===== src/rtl/reset_sequencer.sv =====
// Staged reset release: after a hold time, frees NB_STAGES reset domains one at a time, then flags rst_done.
// Optional macro RESET_SEQUENCER_CNT_EN adds a saturating soft_rst_cnt output counting accepted soft resets.
module reset_sequencer #(
  parameter int NB_STAGES   = 3,
  parameter int HOLD_CYCLES = 16,
  parameter int GAP_CYCLES  = 4
) (
  input  logic                 clk,
  input  logic                 reset_n,
  input  logic                 soft_rst_req,
  output logic [NB_STAGES-1:0] rst_stage_n,
  output logic                 rst_done
`ifdef RESET_SEQUENCER_CNT_EN
  ,
  output logic [7:0]           soft_rst_cnt
`endif
);

  localparam int MAX_CYC = (HOLD_CYCLES > GAP_CYCLES) ? HOLD_CYCLES : GAP_CYCLES;
  localparam int CNT_W   = $clog2(MAX_CYC + 1);
  localparam int IDX_W   = $clog2(NB_STAGES) + 1;

  generate
    if (NB_STAGES < 1 || NB_STAGES > 8) begin : g_bad_nb_stages
      $error("reset_sequencer: NB_STAGES must be in 1..8");
    end
    if (HOLD_CYCLES < 1) begin : g_bad_hold
      $error("reset_sequencer: HOLD_CYCLES must be >= 1");
    end
    if (GAP_CYCLES < 1) begin : g_bad_gap
      $error("reset_sequencer: GAP_CYCLES must be >= 1");
    end
  endgenerate

  typedef enum logic [1:0] {
    ST_HOLD,
    ST_GAP,
    ST_DONE_WAIT,
    ST_DONE
  } state_t;

  state_t               r_state, r_state_next;
  logic [CNT_W-1:0]     r_cnt, r_cnt_next;
  logic [IDX_W-1:0]     r_idx, r_idx_next;
  logic [NB_STAGES-1:0] r_stage_n, r_stage_n_next;
  logic                 r_done, r_done_next;
  logic                 w_soft_accept;
  logic [NB_STAGES-1:0] w_idx_onehot;

  // Decode the stage index into the bit to be released next.
  generate
    for (genvar gi = 0; gi < NB_STAGES; gi++) begin : g_onehot
      assign w_idx_onehot[gi] = (r_idx == IDX_W'(gi));
    end
  endgenerate

  always_ff @(posedge clk or negedge reset_n) begin
    if (!reset_n) begin
      r_state   <= ST_HOLD;
      r_cnt     <= '0;
      r_idx     <= '0;
      r_stage_n <= '0;
      r_done    <= 1'b0;
    end else begin
      r_state   <= r_state_next;
      r_cnt     <= r_cnt_next;
      r_idx     <= r_idx_next;
      r_stage_n <= r_stage_n_next;
      r_done    <= r_done_next;
    end
  end

  always_comb begin
    r_state_next   = r_state;
    r_cnt_next     = r_cnt;
    r_idx_next     = r_idx;
    r_stage_n_next = r_stage_n;
    r_done_next    = r_done;
    w_soft_accept  = 1'b0;
    case (r_state)
      ST_HOLD: begin
        if (r_cnt == CNT_W'(HOLD_CYCLES - 1)) begin
          r_cnt_next        = '0;
          r_stage_n_next[0] = 1'b1;
          r_idx_next        = IDX_W'(1);
          r_state_next      = (NB_STAGES == 1) ? ST_DONE_WAIT : ST_GAP;
        end else begin
          r_cnt_next = r_cnt + CNT_W'(1);
        end
      end
      ST_GAP: begin
        if (r_cnt == CNT_W'(GAP_CYCLES - 1)) begin
          r_cnt_next     = '0;
          r_stage_n_next = r_stage_n | w_idx_onehot;
          r_idx_next     = r_idx + IDX_W'(1);
          if (r_idx == IDX_W'(NB_STAGES - 1)) begin
            r_state_next = ST_DONE_WAIT;
          end
        end else begin
          r_cnt_next = r_cnt + CNT_W'(1);
        end
      end
      ST_DONE_WAIT: begin
        r_done_next  = 1'b1;
        r_state_next = ST_DONE;
      end
      ST_DONE: begin
        // Soft reset only takes effect once the sequence has fully completed.
        if (soft_rst_req) begin
          w_soft_accept  = 1'b1;
          r_stage_n_next = '0;
          r_done_next    = 1'b0;
          r_cnt_next     = '0;
          r_idx_next     = '0;
          r_state_next   = ST_HOLD;
        end
      end
      default: begin
        r_state_next = ST_HOLD;
      end
    endcase
  end

  assign rst_stage_n = r_stage_n;
  assign rst_done    = r_done;

`ifdef RESET_SEQUENCER_CNT_EN
  logic [7:0] r_soft_cnt;

  always_ff @(posedge clk or negedge reset_n) begin
    if (!reset_n) begin
      r_soft_cnt <= 8'd0;
    end else if (w_soft_accept && (r_soft_cnt != 8'hFF)) begin
      r_soft_cnt <= r_soft_cnt + 8'd1;
    end
  end

  assign soft_rst_cnt = r_soft_cnt;
`else
  logic w_unused_soft_accept;
  assign w_unused_soft_accept = w_soft_accept;
`endif

endmodule


===== config.mk =====
export PLATFORM = sky130hd
export DESIGN_NAME = reset_sequencer
export DESIGN_NICKNAME = d
export VERILOG_FILES = /design/src/rtl/reset_sequencer.sv
export SDC_FILE = /design/constraint.sdc
export NUM_CORES = 1
export LEC_CHECK = 0
export CORE_MARGIN = 2
export CORE_UTILIZATION = 40
export CTS_CLUSTER_SIZE = 10
export DETAILED_ROUTE_END_ITERATION = 8
export PLACE_DENSITY_LB_ADDON = 0.2
export SLEW_MARGIN = 15
export SYNTH_ARGS = -nofsm -noshare
export SYNTH_HDL_FRONTEND = slang
export SYNTH_SLANG_ARGS = --single-unit

===== constraint.sdc =====
create_clock -name clk -period 2.8 [get_ports clk]
set_input_delay 0.28 -clock clk [delete_from_list [all_inputs] [get_ports clk]]
set_output_delay 0.28 -clock clk [all_outputs]
set_load 0.05 [all_outputs]

==> results.cfg <==
[timing]
hold_viol = 0
setup_tns_ns = 0
relSlewSlack = 0.563
finClkSkew_ns = 0.00193
finalSetupViolCount = 0
layout_setup_ws_ns = 0.892
period_minus_slack_ns = 1.91
rsz0062_at_grt = no
worst_slew_pin_slew_ns = 0.653
slew_viol_final = 0
fmax_mhz = 524
fin_crit_sh = 0.682

[die]
rows = 17
die_area_um2 = 2820
start_util = 0.427
die_h_um = 53.1
io_pins = 7
core_um2 = 2250
fp.dieW_um = 53.1

[synthesis]
yosysMostFrequentCell = dfrtp_1
ys_ff_latch = 14
ys_warn_count = 0
synth_cell_types = 32
yosys.area.top_type = dfrtp_1
syn_area_um2 = 963
synth_cells = 102
synth.top_cell.area_share = 0.364
avgSynthCellArea_um2 = 9.45
seq_area_frac_synth = 0.364
synth_area_leaders = dfrtp_1 36%, ha_1 16%, inv_1 4.3%
yosys_most_used_dff = dfrtp_1
yosys-top-cells-count = 14 x dfrtp_1, 12 x ha_1, 11 x inv_1, 10 x nand2_1, 8 x nand3_1
synthesis.nets = 117
synth_edf_count = 0
synth-async-reset-ratio = 1.00

[grt]
grt_pass1_wl_um = 3510
grt_pass1_vias = 774
antenna_found_initial = 0
grtUsageMet2 = 0.281
grt_max_degree = 15
grt_overflow = 0
grt_use_total = 0.175
grt_util_met1 = 0.221
grt.met3_usage = 0.0621
gr-max-usage-layer = met2

[cts]
cts_root_buf = clkbuf_4
cts-resized-gates = 0
clkSinkCount = 14
hold_buffers = 0
clk_path_buf_depth = 2
clk_latency_ns = 0.28
htree_levels = 1
post_cts_buffers = 0
cts_tree = yes
clk_pin_slew_ns = 0.09
cts_buffers = 3

[layout]
drive_above_1_share = 0.110
diodes = 0
design_area_um2 = 1080
area_delta_synth_final_pct = 11.8
fin_util = 0.478
finalNetCount = 125
final_cells = 137

[power]
ir_worst_vdd_v = 0.000693
power_leakage_nw = 0.500
p_comb_frac = 0.602
p_sw_mw = 0.616
power_frac_clock = 0.116
p_per_area_nw_per_um2 = 1190
p_int_mw = 0.665
seqPwrFrac = 0.282
netSwitchingFraction = 0.481

[drt]
drtPass1Iterations = 4
via_per_inst = 5.42
drc = 0
vias = 742
wl_um = 1840
postRouteAntennaNets = 0
wl_per_cell_um = 13.4
dr.first_iter.drc_count = 6

[setup_path]
worstPathMaxFanout = 6
r2r_setup_slack_ns = 0.89
endpoint_kind = register
crit_arrival_ns = 2.10
setup.worst_path.class = register to register
crit_path_start_kind = register
required_ns = 3.00
rr_worst_depth = 8

[min_path]
hold_path.class = input pin to asynchronous set/reset pin

[outcome]
status = complete, no violations

[placement]
placed_cells = 133
place.gp.congestion = 0.769
dp_hpwl_um = 1370
preCtsSetupSlack_ns = 0.921
io_buffers = 6
placed_cell_area_um2 = 1040

[flow_run]
drv_cap = 0
## layer usage
layer | part of all wire | vias up
met4 | 0.0076 | 0
met3 | 0.044 | 2
met1 | 0.49 | 348
li1 | - | 371
met5 | 0 | -
met2 | 0.46 | 21
## area by class of cell
class,instances,area [um2]
Clock buffer,4,36.3
Fill cell,236,1180
Inverter,11,41.3
Multi-Input combinational cell,73,547
Sequential cell,14,350
Tap cell,28,35.0
Timing Repair Buffer,7,67.6
## through the flow
| step | power (mW) | hold WS (ns) |
|---|---|---|
| detailed placement | 1.14 | 0.511 |
| global placement | 1.13 | 0.504 |
| finish | 1.28 | 0.391 |
| CTS | 1.29 | 0.415 |
| floorplan | 0.958 | -0.0156 |
| global route | 1.41 | 0.444 |
## cell usage in the layout (no fill, tap or decap), types with 2 or more instances in the layout
master            n
inv_1            11
nor2_1            5
mux2i_1           2
o21ai_0           7
a31oi_1           2
dfrtp_1          14
clkbuf_4          3
nor4b_1           2
ha_1             12
nor3_1            3
nand3_1           8
clkdlybuf4s50_1   6
nand2_1          10
nand2b_1          2
a21oi_1           5
## worst max-delay path, cell delays in order (launching register included)
cell	delay [ns]
dfrtp_1	0.42
ha_1	0.25
nand3_1	0.11
inv_1	0.05
ha_1	0.18
or2b_1	0.29
nand3_1	0.20
nor2_1	0.09
a221oi_2	0.23
## cell families (layout without fill, tap and decap cells)
family	count (synthesis)	after routing	share of synthesized area
AOI/OAI and AO/OA	22	22	0.145
DFF	14	14	0.364
muxes	4	4	0.0480
and+or+nand+nor	35	35	0.218
buffers and inverters	15	22	0.0688
adders and majority gates	12	12	0.156
## registers in the layout, summed over array words and instances, names as in the netlist
| register | flops |
|---|---|
| r_state | 2 |
| r_cnt | 5 |
| rst_done | 1 |
| r_idx | 3 |
| rst_stage_n | 3 |
## power groups by stage
| stage | sequential (mW) | combinational (mW) | clock [mW] |
|---|---|---|---|
| 2_1_floorplan | 0.453 | 0.505 | 0 |
| 3_3_place_gp | 0.362 | 0.763 | 0 |
| 4_1_cts | 0.362 | 0.778 | 0.153 |
| 3_5_place_dp | 0.365 | 0.772 | 0 |
| 6_report | 0.362 | 0.772 | 0.148 |
| 5_1_grt | 0.376 | 0.868 | 0.168 |
## final timing paths
check                               start              to
max                              r_cnt[0]        r_idx[0]
min in group clk           rst_stage_n[2]  rst_stage_n[2]
max in group asynchronous         reset_n        r_cnt[2]
max reg2reg                      r_cnt[0]        r_idx[0]
min                               reset_n  rst_stage_n[1]
min reg2reg                rst_stage_n[2]  rst_stage_n[2]
No activity file was read; power rests on OpenSTA's default activity.
